File: config.mk
export PLATFORM = sky130hd
export DESIGN_NAME = vga_display_ctrl_flat
export DESIGN_NICKNAME = d
export VERILOG_FILES = /design/src/rtl/vga_display_ctrl_if.sv /design/src/rtl/vga_display_ctrl.sv /design/src/flat_wrapper.sv
export SDC_FILE = /design/constraint.sdc
export NUM_CORES = 1
export LEC_CHECK = 0
export CAP_MARGIN = 20
export CORE_MARGIN = 3
export CORE_UTILIZATION = 42
export CTS_CLUSTER_DIAMETER = 120
export CTS_CLUSTER_SIZE = 40
export DETAILED_ROUTE_END_ITERATION = 6
export PLACE_DENSITY = 0.76
export SETUP_SLACK_MARGIN = 0.05
export SYNTH_ARGS = -nofsm -noshare
export SYNTH_HDL_FRONTEND = slang
export SYNTH_SLANG_ARGS = --single-unit
File: constraint.sdc
create_clock -name clk -period 1.9 [get_ports clk]
set_input_delay 0.285 -clock clk [delete_from_list [all_inputs] [get_ports clk]]
set_output_delay 0.285 -clock clk [all_outputs]
set_load 0.01 [all_outputs]
File: src/rtl/vga_display_ctrl_if.sv
// Raster coordinates and registered pixel outputs from the display controller,
// plus the fill and game-state flags returned by the layer generators.
interface vga_display_ctrl_if;
  logic        pacmanFill;
  logic        ghostFill;
  logic        dotFill;
  logic        wallFill;
  logic        win;
  logic        lose;
  logic [9:0]  hCount;
  logic [9:0]  vCount;
  logic        pixEn;
  logic        hSync;
  logic        vSync;
  logic        bright;
  logic [11:0] rgb;
  logic        frameTick;

  modport master (
    input  pacmanFill, ghostFill, dotFill, wallFill, win, lose,
    output hCount, vCount, pixEn, hSync, vSync, bright, rgb, frameTick
  );

  modport slave (
    output pacmanFill, ghostFill, dotFill, wallFill, win, lose,
    input  hCount, vCount, pixEn, hSync, vSync, bright, rgb, frameTick
  );
endinterface

File: src/rtl/vga_display_ctrl.sv
// 640x480@60 raster timing generator and layer-priority pixel compositor.
// Define VGA_PLAYFIELD_BORDER_EN to draw a 2-pixel frame around the playfield.
module vga_display_ctrl #(
  parameter int          CLK_DIV     = 4,
  parameter int          H_TOTAL     = 800,
  parameter int          H_SYNC      = 96,
  parameter int          H_VIS_START = 144,
  parameter int          H_VIS_END   = 783,
  parameter int          V_TOTAL     = 525,
  parameter int          V_SYNC      = 2,
  parameter int          V_VIS_START = 35,
  parameter int          V_VIS_END   = 514,
  parameter logic [11:0] PAC_RGB     = 12'hFF0,
  parameter logic [11:0] GHOST_RGB   = 12'hF0F,
  parameter logic [11:0] DOT_RGB     = 12'hFFF,
  parameter logic [11:0] WALL_RGB    = 12'h00F,
  parameter logic [11:0] WIN_RGB     = 12'h0F0,
  parameter logic [11:0] LOSE_RGB    = 12'hF00
`ifdef VGA_PLAYFIELD_BORDER_EN
  , parameter logic [11:0] BORDER_RGB = 12'h888
`endif
) (
  input  logic               clk,
  input  logic               reset,
  vga_display_ctrl_if.master bus
);

  localparam int               DIV_W    = $clog2(CLK_DIV);
  localparam logic [DIV_W-1:0] DIV_LAST = DIV_W'(CLK_DIV - 1);
  localparam logic [9:0]       H_LAST   = 10'(H_TOTAL - 1);
  localparam logic [9:0]       V_LAST   = 10'(V_TOTAL - 1);

  logic [DIV_W-1:0] r_div;
  logic [9:0]       r_h_cnt;
  logic [9:0]       r_v_cnt;
  logic             r_hsync;
  logic             r_vsync;
  logic             r_bright;
  logic [11:0]      r_rgb;
  logic             r_frame_tick;

  logic             w_pix_en;
  logic             w_h_last;
  logic             w_v_last;
  logic             w_visible;
  logic [11:0]      w_rgb_nxt;

  assign w_pix_en = (r_div == DIV_LAST);
  assign w_h_last = (r_h_cnt == H_LAST);
  assign w_v_last = (r_v_cnt == V_LAST);

  assign w_visible = (r_h_cnt >= 10'(H_VIS_START)) && (r_h_cnt <= 10'(H_VIS_END)) &&
                     (r_v_cnt >= 10'(V_VIS_START)) && (r_v_cnt <= 10'(V_VIS_END));

`ifdef VGA_PLAYFIELD_BORDER_EN
  // Border is the outer 2-pixel ring of the playfield rectangle 264..665 x 48..501.
  logic w_in_outer;
  logic w_in_inner;
  logic w_border;

  assign w_in_outer = (r_h_cnt >= 10'd264) && (r_h_cnt <= 10'd665) &&
                      (r_v_cnt >= 10'd48)  && (r_v_cnt <= 10'd501);
  assign w_in_inner = (r_h_cnt >= 10'd266) && (r_h_cnt <= 10'd663) &&
                      (r_v_cnt >= 10'd50)  && (r_v_cnt <= 10'd499);
  assign w_border   = w_in_outer && !w_in_inner;
`endif

  always_comb begin
    w_rgb_nxt = 12'h000;
    if (w_visible) begin
      if (bus.lose)            w_rgb_nxt = LOSE_RGB;
      else if (bus.win)        w_rgb_nxt = WIN_RGB;
      else if (bus.ghostFill)  w_rgb_nxt = GHOST_RGB;
      else if (bus.pacmanFill) w_rgb_nxt = PAC_RGB;
      else if (bus.dotFill)    w_rgb_nxt = DOT_RGB;
`ifdef VGA_PLAYFIELD_BORDER_EN
      else if (w_border)       w_rgb_nxt = BORDER_RGB;
`endif
      else if (bus.wallFill)   w_rgb_nxt = WALL_RGB;
      else                     w_rgb_nxt = 12'h000;
    end
  end

  // Outputs decode the pre-increment coordinate, so they trail the counters by one pixel.
  always_ff @(posedge clk) begin
    if (reset) begin
      r_div        <= '0;
      r_h_cnt      <= 10'd0;
      r_v_cnt      <= 10'd0;
      r_hsync      <= 1'b1;
      r_vsync      <= 1'b1;
      r_bright     <= 1'b0;
      r_rgb        <= 12'h000;
      r_frame_tick <= 1'b0;
    end else begin
      r_div        <= w_pix_en ? '0 : r_div + 1'b1;
      r_frame_tick <= w_pix_en && w_h_last && w_v_last;
      if (w_pix_en) begin
        r_h_cnt <= w_h_last ? 10'd0 : r_h_cnt + 10'd1;
        if (w_h_last) begin
          r_v_cnt <= w_v_last ? 10'd0 : r_v_cnt + 10'd1;
        end
        r_hsync  <= !(r_h_cnt < 10'(H_SYNC));
        r_vsync  <= !(r_v_cnt < 10'(V_SYNC));
        r_bright <= w_visible;
        r_rgb    <= w_rgb_nxt;
      end
    end
  end

  assign bus.hCount    = r_h_cnt;
  assign bus.vCount    = r_v_cnt;
  assign bus.pixEn     = w_pix_en;
  assign bus.hSync     = r_hsync;
  assign bus.vSync     = r_vsync;
  assign bus.bright    = r_bright;
  assign bus.rgb       = r_rgb;
  assign bus.frameTick = r_frame_tick;

endmodule
File: src/flat_wrapper.sv
// flat-port wrapper written by rule: the top's interface ports become plain ports
module vga_display_ctrl_flat 
#(
  parameter int          CLK_DIV     = 4,
  parameter int          H_TOTAL     = 800,
  parameter int          H_SYNC      = 96,
  parameter int          H_VIS_START = 144,
  parameter int          H_VIS_END   = 783,
  parameter int          V_TOTAL     = 525,
  parameter int          V_SYNC      = 2,
  parameter int          V_VIS_START = 35,
  parameter int          V_VIS_END   = 514,
  parameter logic [11:0] PAC_RGB     = 12'hFF0,
  parameter logic [11:0] GHOST_RGB   = 12'hF0F,
  parameter logic [11:0] DOT_RGB     = 12'hFFF,
  parameter logic [11:0] WALL_RGB    = 12'h00F,
  parameter logic [11:0] WIN_RGB     = 12'h0F0,
  parameter logic [11:0] LOSE_RGB    = 12'hF00

)
  (clk, reset, bus_pacmanFill, bus_ghostFill, bus_dotFill, bus_wallFill, bus_win, bus_lose, bus_hCount, bus_vCount, bus_pixEn, bus_hSync, bus_vSync, bus_bright, bus_rgb, bus_frameTick);
  vga_display_ctrl_if bus_i ();
  input  logic clk;
  input  logic reset;
  input wire logic [$bits(bus_i.pacmanFill)-1:0] bus_pacmanFill;
  input wire logic [$bits(bus_i.ghostFill)-1:0] bus_ghostFill;
  input wire logic [$bits(bus_i.dotFill)-1:0] bus_dotFill;
  input wire logic [$bits(bus_i.wallFill)-1:0] bus_wallFill;
  input wire logic [$bits(bus_i.win)-1:0] bus_win;
  input wire logic [$bits(bus_i.lose)-1:0] bus_lose;
  output wire logic [$bits(bus_i.hCount)-1:0] bus_hCount;
  output wire logic [$bits(bus_i.vCount)-1:0] bus_vCount;
  output wire logic [$bits(bus_i.pixEn)-1:0] bus_pixEn;
  output wire logic [$bits(bus_i.hSync)-1:0] bus_hSync;
  output wire logic [$bits(bus_i.vSync)-1:0] bus_vSync;
  output wire logic [$bits(bus_i.bright)-1:0] bus_bright;
  output wire logic [$bits(bus_i.rgb)-1:0] bus_rgb;
  output wire logic [$bits(bus_i.frameTick)-1:0] bus_frameTick;
  assign bus_i.pacmanFill = bus_pacmanFill;
  assign bus_i.ghostFill = bus_ghostFill;
  assign bus_i.dotFill = bus_dotFill;
  assign bus_i.wallFill = bus_wallFill;
  assign bus_i.win = bus_win;
  assign bus_i.lose = bus_lose;
  assign bus_hCount = bus_i.hCount;
  assign bus_vCount = bus_i.vCount;
  assign bus_pixEn = bus_i.pixEn;
  assign bus_hSync = bus_i.hSync;
  assign bus_vSync = bus_i.vSync;
  assign bus_bright = bus_i.bright;
  assign bus_rgb = bus_i.rgb;
  assign bus_frameTick = bus_i.frameTick;
  vga_display_ctrl #(.CLK_DIV(CLK_DIV), .H_TOTAL(H_TOTAL), .H_SYNC(H_SYNC), .H_VIS_START(H_VIS_START), .H_VIS_END(H_VIS_END), .V_TOTAL(V_TOTAL), .V_SYNC(V_SYNC), .V_VIS_START(V_VIS_START), .V_VIS_END(V_VIS_END), .PAC_RGB(PAC_RGB), .GHOST_RGB(GHOST_RGB), .DOT_RGB(DOT_RGB), .WALL_RGB(WALL_RGB), .WIN_RGB(WIN_RGB), .LOSE_RGB(LOSE_RGB)) u_core (.clk(clk), .reset(reset), .bus(bus_i));
endmodule
# Word level (Yosys, flattened, before mapping)
# Index checks and enable logic that the tools add are counted.
totals:
  regBits: 38
  elab_cells: 38
classes:
  eq_ne: 3
  n_reduce_logical: 9
  mux: 9
  n_addsub: 3
  order_cmp: 6
op_table:
  columns: ["op", "count"]
  rows:
  - ["two-way mux 12 bit", 6]
  - ["adder 10 x 1 -> 10 bit, second input constant", 2]
  - ["equality test 10 bit, second input constant", 2]
  - ["less-or-equal comparator 10 bit, second input constant", 2]
  - ["two-way mux 10 bit", 2]
  - [">= comparator 10 x 6 -> 1 bit, second input constant", 1]
  - [">= comparator 10 x 8 -> 1 bit, second input constant", 1]
  - ["< comparator 10 x 2 -> 1 bit, second input constant", 1]
  - ["< comparator 10 x 7 -> 1 bit, second input constant", 1]
  - ["logical AND 1 bit", 5]
  - ["two-way mux 4 bit", 1]
  - ["adder 2 x 1 -> 2 bit, second input constant", 1]
  - ["equality test 2 bit, second input constant", 1]
  - ["logical NOT 1 bit", 2]
  - ["AND reduction 2 bit", 1]
  - ["OR reduction 2 bit", 1]

# Longest topological paths before layout
logic_depth:
  depth_word: 7
  depth_mapped: 6
  mapped_depth_nobuf: 6

# Least setup slack after synthesis
# Ideal clock, no wire load.
synth_path:
  path_type: "flip-flop to flip-flop"
  start: "register u_core.r_div[0]"
  end: "register u_core.r_v_cnt[8], in the netlist u_core.bus.vCount[8]"
  period_less_slack_ps: 1946
  path_slack_ps: -46
  path_stages_with_launch: 7
  arrival_ps: 1877
  setup_time_ps: 70
  path_cell_list: "dfxtp_1 -> ha_1 -> buf_2 -> nand4_1 -> or4_4 -> or3_1 -> a21oi_1"
synth_via:
  elab_chain_cells: 2
synth_lines:
  columns: ["item", "line", "text"]
  rows:
  - ["from (decl)", "vga_display_ctrl.sv:33", "logic [DIV_W-1:0] r_div;"]
  - ["from (signal assigned)", "vga_display_ctrl.sv:96", "r_div <= w_pix_en ? '0 : r_div + 1'b1;"]
  - ["equality test 2 bit", "vga_display_ctrl.sv:48", "assign w_pix_en = (r_div == DIV_LAST);"]
  - ["via bus_pixEn", "flat_wrapper.sv:33", "output wire logic [$bits(bus_i.pixEn)-1:0] bus_pixEn;"]
  - ["AND reduction 2 bit (no line)", null, null]
  - ["to (signal assigned)", "vga_display_ctrl.sv:101", "r_v_cnt <= w_v_last ? 10'd0 : r_v_cnt + 10'd1;"]
  - ["to (decl)", "vga_display_ctrl.sv:35", "logic [9:0] r_v_cnt;"]
# The timed path passes the listed nets, and every way through them passes these cells.
# A chain may end at the register's enable or synchronous reset.

# Final worst setup path
layout_path:
  start: "register u_core.r_v_cnt[2], in the netlist u_core.bus.vCount[2]"
  end: "register u_core.r_rgb[3], in the netlist u_core.bus.rgb[3]"
layout_via:
  elab_chain_cells: 4
  word_cells_on_any_way: 5
layout_lines:
  columns: ["item", "line", "text"]
  rows:
  - [">= comparator 10 x 6 -> 1 bit", "vga_display_ctrl.sv:53", "(r_v_cnt >= 10'(V_VIS_START)) && (r_v_cnt <= 10'(V_VIS_END));"]
  - ["logical AND 1 bit", "vga_display_ctrl.sv:52", "assign w_visible = (r_h_cnt >= 10'(H_VIS_START)) && (r_h_cnt <= 10'(H_VIS_END)) &&"]
  - ["logical AND 1 bit *", "vga_display_ctrl.sv:53", null]
  - ["two-way mux 12 bit *", "vga_display_ctrl.sv:70", "if (w_visible) begin"]
  - ["to (signal assigned)", "vga_display_ctrl.sv:106", "r_rgb <= w_rgb_nxt;"]
  - ["to (decl)", "vga_display_ctrl.sv:39", "logic [11:0] r_rgb;"]
# Mark *: on every way between the ends. The rest lies on a longest branch, timed or not.

==> impl_results.md <==
* RSZ-0062 raised after global routing: false
* Die area at 4430 um2
* Clock Path Buffers at 2
* Post-CTS Hold Buffers at 0
* Synth area leaders: dfxtp_1 (38%), buf_4 (4.9%), ha_1 (4.1%)
* Synthesis Warnings at 0
* Fill count at 315
* Status: completed
* Die Wd at between 60 and 70 um
* GRT Total Usage at 18.0%
* Fin. Hold Viols at 0
* PD cells at 552 nW/um2
* Fraction of layout cells with a size suffix above 1 at 17.1%
* Dominant cell type by area after synthesis: dfxtp_1
* CTS HTree Levels at 2
* Post-synthesis cell count at between 150 and 200
* Hold Slack at around 0.43 ns
* Rel. slew slack at 68.2%
* Initial Util at 44.7%
* GPL Wtd Cong at 0.829
* Worst EP required at 2.12 ns
* Routed WL at 3620 um
* Core region area at 3440 um2
* Clock Sinks at 29
* Yosys reg bits at 29
* Area grow syn2layout at 40.9%
* Min-delay src: u_core.r_div[0]
* Netlist cell types at 43
* Vias in the first global route at 1289
* Initial antenna violation count at 0
* Grt total ovfl at 0
* Vias at 1412
* Synthesized cell area at between 1500 and 2000 um2
* HP Class: flop to flop
* Fin nets at 241
* Reg clk slew, reported paths at approximately 0.06 ns
* CP max FO at 4
* Worst Max-Slew Pin Slew at approximately 0.48 ns
* Synth top cells by count: dfxtp_1 (29), nor2_1 (13), nor3_1 (12)
* Peak Freq at between 0.5 and 0.6 GHz
* Clock Latency Late Sink at 0.28 ns
* Setup Total Neg Slack at 0 ns
* Reg-to-Reg Start: u_core.bus.vCount[2]
* Iter 0 DRT Violations at 140
* EDFF count, synth at 0
* Count leader, synth: dfxtp_1
* Synth top area share at between 30% and 40%
* I/O Buffers at 44
* Top FF cell, synth: dfxtp_1
* IO Pins at 45
* Syn_area_per_cell at 8.80 um2
* Leak Pwr at 0.000814 uW
* Final Setup Violations at 0
* Fin crit share at 93.5%
* Setup CP Type: flop to flop
* Average wire per standard cell at 13.2 um
* Root Driver: clkbuf_8
* Critical Path Start: u_core.bus.vCount[2]
* Clock Skews at roughly 0.0044 ns
* VDD IR-drop max at 0.298 mV
* TritonCTS clock tree: done
* Startpoint types: flop
* CTS Buf Count at 5
* Minimum clock period at around 1.8 ns
* Asr flop ratio synth at 0%
* Largest net degree at the start of global routing at 17
* Sequential area share after synthesis at 37.7%
* First-pass GRT wire length at a little under 6000 um
* DRT antenna net count at 0
* Vias/cell at ~5.2
* Number of max-cap violations at 0
* # rows at 21
* Syn Nets at roughly 190
* # diodes at 0
* Final Max Tran Viols at 0
* Drt pass-1 iters at 4
* Residual DRC at 0
* Die span in y at ~67 um
* Critical Path AT at 2.00 ns
* Critical path endpoint category: flop
* DP HPWL at 2710 um
## final timing paths
check	endpoint	slack, ns	cells after the start
worst max-delay path	u_core.bus.rgb[3]	0.12	4
worst min-delay path	u_core.r_div[0]	0.43	1
worst max register to register	u_core.bus.rgb[3]	0.12	4
worst min register to register	u_core.r_div[0]	0.43	1
## layout make-up
class	instances	area, um2	share of cell area, %
repair buffers	64	593	27.3
inverters	6	22.5	1.04
well taps	46	57.6	2.65
clock buffers	7	86.3	3.98
multi-input cells	122	828	38.2
flip-flops and latches	29	583	26.9
## per-stage QoR
stage | total power, uW | worst slack [ns] | utilization, % | cells | area, um2
6_report | 1200 | 0.124 | 63.1 | 274 | 2170
3_3_place_gp | 713 | 0.122 | 60.3 | 267 | 2080
2_1_floorplan | 677 | 0.0528 | - | 175 | 1550
4_1_cts | 1210 | 0.0696 | 62.8 | 274 | 2160
5_1_grt | 1250 | 0.0590 | 63.1 | 274 | 2170
3_5_place_dp | 715 | 0.0824 | 60.3 | 267 | 2080
## registers in the layout (all words and copies together) (netlist names)
| signal | cells |
|---|---|
| u_core.bus.rgb | 3 |
| u_core.bus.vSync | 1 |
| u_core.bus.frameTick | 1 |
| u_core.bus.hCount | 10 |
| u_core.bus.bright | 1 |
| u_core.r_div | 2 |
| u_core.bus.hSync | 1 |
| u_core.bus.vCount | 10 |
## critical path, cell delays in order (launching register included)
cell       delay [ns]
dfxtp_1          0.31
or4_4            0.53
a211o_1          0.27
a2111oi_4        0.39
a32o_1           0.22
## cells in the final DEF, fill, tap and decap left out, types with 4 or more instances in the layout
master            n
nand2_1           9
dfxtp_1          27
xor2_1            5
buf_4            20
nand4_1           6
o21ai_0           4
a21oi_1           9
inv_1             6
clkdlybuf4s50_1  43
or3_1             4
nand3_1           8
nor3_1           12
clkbuf_8          6
nor2_1           13
nor4_1            4
xnor2_1           6
## routing by layer
layer  track usage (%)  routed length (um)  vias to the layer above
li1                  -                   -                      724
met1              22.7                1690                      639
met2              27.5                1690                       42
met3              5.23                 188                        7
met4              9.39                  62                        0
met5                 0                   0                        -
## cell families after synthesis
group | Yosys count | share of synthesized area [%]
AO/OA/AOI/OAI | 30 | 14.5
multiplexers | 1 | 0.731
flip-flops | 29 | 37.7
XOR/XNOR | 11 | 6.25
adder cells (fa/ha/maj) | 5 | 4.06
buffers and inverters | 24 | 8.85
AND/OR/NAND/NOR | 75 | 27.9
## power breakdown
part / internal (uW) / switching [uW]
clock: 286 / 212
combinational: 41.3 / 35.2
sequential: 619 / 5.73
total: 947 / 253
## timing repair
| item | CTS | global route |
|---|---|---|
| setup endpoints to repair | 0 | 5 |
| gates resized for setup | 0 | 4 |
| setup buffers | 0 | 0 |
No activity file was read; power rests on OpenSTA's default activity.
